`config.mk`:
```
export PLATFORM = sky130hd
export DESIGN_NAME = gauss_line_sched
export DESIGN_NICKNAME = d
export VERILOG_FILES = /design/src/rtl/gauss_pkg.sv /design/src/rtl/gauss_pos_cnt.sv /design/src/rtl/gauss_line_sched.sv
export SDC_FILE = /design/constraint.sdc
export NUM_CORES = 1
export LEC_CHECK = 0
export BUFFER_PORTS_ARGS = -buffer_cell sky130_fd_sc_hd__buf_2
export CORE_ASPECT_RATIO = 1.25
export CORE_MARGIN = 3
export CORE_UTILIZATION = 49
export CTS_CLUSTER_SIZE = 24
export DETAILED_ROUTE_END_ITERATION = 10
export MAX_ROUTING_LAYER = met4
export PLACE_DENSITY_LB_ADDON = 0.15
export SLEW_MARGIN = 20
export SYNTH_ARGS = -nofsm -noshare
export SYNTH_HDL_FRONTEND = slang
export SYNTH_SLANG_ARGS = --single-unit
```
`constraint.sdc`:
```
create_clock -name clk -period 1.8 [get_ports clk]
set_input_delay 0.18 -clock clk [delete_from_list [all_inputs] [get_ports clk]]
set_output_delay 0.18 -clock clk [all_outputs]
set_load 0.02 [all_outputs]
```
`src/rtl/gauss_pkg.sv`:
```
// ============================================================================
// gauss_pkg
// Shared types and constants for the Gaussian line scheduler.
// Revision: 1.0
// ============================================================================
`default_nettype none

package gauss_pkg;

    // Position counter width (covers up to 511 pixels/lines)
    localparam int POS_W = 9;

    // Default geometry
    localparam int DEF_IMG_W  = 320;
    localparam int DEF_IMG_H  = 240;
    localparam int DEF_BORDER = 2;

    // Scheduler states
    typedef enum logic [2:0] {
        S_IDLE  = 3'd0,
        S_PRIME = 3'd1,
        S_RUN   = 3'd2,
        S_FLUSH = 3'd3,
        S_DONE  = 3'd4
    } state_t;

endpackage

`default_nettype wire

```
`src/rtl/gauss_pos_cnt.sv`:
```
// ============================================================================
// gauss_pos_cnt
// Column/row position counter. Column wraps at IMG_W-1; row advances on each
// wrap unless hold_row is set.
// Revision: 1.0
// ============================================================================
`default_nettype none

module gauss_pos_cnt
    import gauss_pkg::*;
#(
    parameter int IMG_W = DEF_IMG_W
) (
    input  logic             clk,
    input  logic             rst,
    input  logic             clr,
    input  logic             beat,
    input  logic             hold_row,
    output logic [POS_W-1:0] col,
    output logic [POS_W-1:0] row
);

    localparam logic [POS_W-1:0] COL_LAST = POS_W'(IMG_W - 1);

    // Advance position on every beat; clear has priority over counting
    always_ff @(posedge clk or posedge rst) begin
        if (rst) begin
            col <= '0;
            row <= '0;
        end else if (clr) begin
            col <= '0;
            row <= '0;
        end else if (beat) begin
            if (col == COL_LAST) begin
                col <= '0;
                if (!hold_row)
                    row <= row + 1'b1;
            end else begin
                col <= col + 1'b1;
            end
        end
    end

endmodule

`default_nettype wire

```
`src/rtl/gauss_line_sched.sv`:
```
// ============================================================================
// gauss_line_sched
// Frame scheduler for a line-buffered Gaussian filter: primes one line,
// streams the body, then flushes the final output line.
// Optional macro GAUSS_SCHED_ERR_EN enables the sticky protocol-error flag.
// Revision: 1.0
// ============================================================================
`default_nettype none

module gauss_line_sched
    import gauss_pkg::*;
#(
    parameter int IMG_W  = DEF_IMG_W,
    parameter int IMG_H  = DEF_IMG_H,
    parameter int BORDER = DEF_BORDER
) (
    input  logic             clk,
    input  logic             rst,
    input  logic             frame_start,
    input  logic             in_valid,
    output logic             in_ready,
    input  logic             out_ready,
    output logic             flt_en,
    output logic             out_valid,
    output logic             zero_pix,
    output logic [POS_W-1:0] col,
    output logic [POS_W-1:0] row,
    output logic             row_update,
    output logic             busy,
    output logic             frame_done,
    output logic             err
);

    localparam logic [POS_W-1:0] COL_LAST = POS_W'(IMG_W - 1);
    localparam logic [POS_W-1:0] ROW_LAST = POS_W'(IMG_H - 1);
    localparam logic [POS_W-1:0] B_LO     = POS_W'(BORDER);
    localparam logic [POS_W-1:0] COL_HI   = POS_W'(IMG_W - BORDER);
    localparam logic [POS_W-1:0] ROW_HI   = POS_W'(IMG_H - BORDER);

    state_t           state;
    logic             beat;
    logic             line_end;
    logic             last_line;
    logic             clr;
    logic             hold_row;
    logic [POS_W-1:0] out_row;

    gauss_pos_cnt #(
        .IMG_W (IMG_W)
    ) u_pos_cnt (
        .clk      (clk),
        .rst      (rst),
        .clr      (clr),
        .beat     (beat),
        .hold_row (hold_row),
        .col      (col),
        .row      (row)
    );

    assign line_end  = (col == COL_LAST);
    assign last_line = (row == ROW_LAST);
    assign clr       = (state == S_IDLE) && frame_start;
    // Row freezes on the last input line so FLUSH sees IMG_H-1
    assign hold_row  = (state == S_FLUSH) || last_line;

    // Handshake decode from registered state and live handshake inputs
    always_comb begin
        in_ready  = 1'b0;
        beat      = 1'b0;
        out_valid = 1'b0;
        case (state)
            S_PRIME: begin
                in_ready = 1'b1;
                beat     = in_valid;
            end
            S_RUN: begin
                in_ready  = out_ready;
                beat      = in_valid && out_ready;
                out_valid = in_valid && out_ready;
            end
            S_FLUSH: begin
                beat      = out_ready;
                out_valid = out_ready;
            end
            default: ;
        endcase
        if (rst) begin
            in_ready  = 1'b0;
            beat      = 1'b0;
            out_valid = 1'b0;
        end
    end

    assign flt_en = beat;

    // Output lags input by one line except in FLUSH, where it is the last line
    assign out_row  = (state == S_FLUSH) ? ROW_LAST : (row - 1'b1);
    assign zero_pix = out_valid &&
                      ((col < B_LO) || (col >= COL_HI) ||
                       (out_row < B_LO) || (out_row >= ROW_HI));

    assign busy       = (state == S_PRIME) || (state == S_RUN) || (state == S_FLUSH);
    assign frame_done = (state == S_DONE);

    // Frame sequencing and end-of-input-line strobe
    always_ff @(posedge clk or posedge rst) begin
        if (rst) begin
            state      <= S_IDLE;
            row_update <= 1'b0;
        end else begin
            row_update <= beat && line_end && ((state == S_PRIME) || (state == S_RUN));
            case (state)
                S_IDLE:  if (frame_start)                      state <= S_PRIME;
                S_PRIME: if (beat && line_end)                 state <= S_RUN;
                S_RUN:   if (beat && line_end && last_line)    state <= S_FLUSH;
                S_FLUSH: if (beat && line_end)                 state <= S_DONE;
                S_DONE:                                        state <= S_IDLE;
                default:                                       state <= S_IDLE;
            endcase
        end
    end

`ifdef GAUSS_SCHED_ERR_EN
    // Sticky protocol error: restart while busy, or pixel offered while idle
    always_ff @(posedge clk or posedge rst) begin
        if (rst)
            err <= 1'b0;
        else if ((frame_start && busy) || (in_valid && (state == S_IDLE)))
            err <= 1'b1;
    end
`else
    assign err = 1'b0;
`endif

endmodule

`default_nettype wire
```
==> results.cfg <==
[outcome]
status = complete, but fails checks
violations = negative setup slack

[power_and_ir_drop]
seqPwrFrac_pct = 43.5
p_clk_share_pct = 20.9
power.total_mw = 1.36
switchingPower_uw = 473
power_frac_comb_pct = 35.6
p_per_area_nw_per_um2 = 604
ir_worst_vdd_mv = 0.643
leakage_nw = 1.09
sw_frac_of_total_pct = 34.8
internal-power_uw = 887

[timing]
setup_ws_ns = -0.497
rsz0062_at_grt = true
setup_violations = 3
clock-skew-final_ns = 0.0100
tns_ns = -0.600
hold_viol_final = 0
fmax_mhz = 435
period_needed_ns = 2.30
drv_slew = 0
fin_crit_sh_pct = 128

[global_route]
grt_usage_pct = 22.3
antenna_found_initial = 0
overflow = 0
grt_first_pass_wirelength_um = 6960
grt_max_degree = 23
grt_pass1_vias = 1533

[hold_path]
hp-class = in -> reg
hold_end = state[0]
min_from = frame_start
min_path_cells = 4

[synth]
synth_cell_types = 50
synth_enable_flop_cells = 0
syn_nets = 192
yosysSeqAreaShare_pct = 35.0
synthesis.area_um2 = 1570
ys_warn_count = 0
postSynthAreaPerCell_um2 = 8.54
synth-seq-cells = 22
async_flop_share_pct = 100
ys.flop_type = dfrtp_1
synth_cells = 184

[drt]
post_drt_wl_per_cell_um = 16.3
drt_first_iter_violations = 66
vias = 1684
drc = 0
ant_nets = 0
routed_wirelength_um = 4720
first_pass_iters = 4
viasPerCell = 5.81

[placement]
portBuffers = 29
placed_area_um2 = 2020
hpwlAfterDp_um = 3190
place_congestion = 0.855

[finish]
diodes = 0
final_cell_mix = 44 x buf_4, 27 x buf_2, 24 x nor2_1, 15 x dfrtp_1, 14 x nand2_1
area_growth_pct = 43.3
drive_gt1_share_pct = 46.9
layout_commonest_cell = buf_4
fin_util_pct = 75.1
nFillCells = 209
nNetsFinal = 263
finalInstanceArea_um2 = 2250

[flow_run]
drv_cap = 0

[floorplanning]
core.rowCount = 22
core_area_um2 = 3000
die_h_um = 69.3
boundaryPins = 31
start_util_pct = 52.4
dieArea_um2 = 3930
fp.dieW_um = 56.7

[clock_tree]
cts-buffers-inserted = 3
cts_tree = yes
cts_buffer_depth = 2
path_clk_slew_ns = 0.14
clock-root-buffer = clkbuf_4
clk_latency_ns = 0.32
htreeDepth = 1
cts.sinks = 22

[worst_setup_path]
start_kind = register
crit_buf_inv = 1
crit_required_ns = 1.62
r2r_setup_slack_ns = -0.01
ff2ff_path_depth = 6
endpoint_kind = output pin
r2r_end = u_pos_cnt.col[7]
cp_cell_sequence = or4_1 > nor4_1 > o2bb2ai_1 > nand3_1 > o21a_2 > buf_6
crit_path_top_delay_cell = or4_1
crit_family = simple AND/OR/NAND/NOR gates
crit_type = reg -> out
crit_fanout = 4
worst_r2r_startpoint = state[1]
slowest_delay_ns = 0.54
crit_arrival_ns = 2.12
per-layer routing:
layer	routed length, um	track usage, %	part of all wire (%)	vias up
li1	-	-	-	796
met1	1880	26.5	40	814
met2	2530	39.3	54	62
met3	195	2.61	4.1	12
met4	108	6.07	2.3	0
met5	0	-	0	-
cell usage after synthesis, types with 2 or more instances:
cell,instances,share of area [%]
nand3_1,12,3.8
a31oi_1,2,0.80
nor4_1,3,1.2
nand2_1,15,3.6
dfrtp_1,22,35
or3_1,4,1.6
ha_1,3,2.4
or4_1,3,1.4
inv_1,7,1.7
mux2i_1,3,1.9
buf_2,2,0.64
xor2_1,5,2.8
o21a_1,2,0.96
buf_4,2,0.96
nand4_1,3,1.2
a21oi_1,11,3.5
nand2b_1,2,0.80
buf_6,2,1.4
nand3b_1,2,0.96
o31ai_1,4,1.9
nor3b_1,3,1.4
nor3_1,8,2.5
nor2_1,25,6.0
xnor2_1,7,3.9
o21ai_0,5,1.6
clkbuf_1,3,0.72
area by class of cell:
type                       instances  area, um^2  share of cell area, %
sequential                        22         559                   24.8
clock buffer                       4        36.3                   1.61
multi-input combinational        145        1060                   47.3
tap                               36        45.0                   2.00
timing repair buffer              76         520                   23.1
inverter                           7        26.3                   1.17
sequential cells by signal, indices dropped and copies added (netlist names):
| register | flops |
|---|---|
| u_pos_cnt.row | 9 |
| row_update | 1 |
| state | 3 |
| u_pos_cnt.col | 9 |
logic make-up (layout without fill, tap and decap cells):
logic type | after synthesis | in the layout | share of synthesized area, %
and+or+nand+nor | 94 | 94 | 34.3
DFF | 22 | 22 | 35.0
xor gates and xnor gates | 12 | 12 | 6.69
adders and majority gates | 3 | 3 | 2.39
AOI/OAI and AO/OA | 31 | 31 | 13.0
other | 1 | 1 | 0.239
muxes | 4 | 4 | 2.63
buffers and inverters | 17 | 87 | 5.73
power by group through the flow:
stage	registers [mW]	clock network, mW	logic (mW)
4_1_cts	0.587	0.291	0.449
5_1_grt	0.597	0.315	0.520
3_3_place_gp	0.602	0	0.405
2_1_floorplan	0.673	0	0.174
6_report	0.591	0.285	0.484
3_5_place_dp	0.607	0	0.416
through the flow:
| step | setup slack [ns] | instances | hold slack, ns |
|---|---|---|---|
| after global routing | -0.578 | 290 | 0.363 |
| after global placement | -0.0387 | 276 | 0.276 |
| after detailed placement | -0.0973 | 276 | 0.278 |
| after floorplan | -0.0121 | 184 | 0.177 |
| final | -0.497 | 290 | 0.349 |
| after CTS | -0.448 | 284 | 0.324 |
worst max-delay path by stage:
stage                     startpoint        to  slack [ns]  depth (start not counted)
finish              u_pos_cnt.col[6]  zero_pix       -0.50                          6
global placement    u_pos_cnt.col[6]  zero_pix       -0.04                          6
detailed placement  u_pos_cnt.row[1]  zero_pix        -0.1                          8
floorplan           u_pos_cnt.row[0]  zero_pix       -0.01                          7
CTS                 u_pos_cnt.row[1]  zero_pix       -0.45                          8
global route        u_pos_cnt.col[6]  zero_pix       -0.58                          6
worst reg2reg max path: stages, from the launching register on:
cell      delay (ns)
dfrtp_1         0.44
buf_6           0.15
nor4b_4         0.43
o211ai_1        0.24
nor3_2          0.25
xnor2_1         0.14
nor2_1          0.05
what timing repair did:
item                                    4_1_cts  5_1_grt
endpoints found under the hold margin        22        0
pin swaps                                    12       16
setup buffers                                 4        6
resized for setup                             9       24
endpoints found under the setup margin        5       15
hold buffers                                  1        0
(Power assumes the default switching activity.)
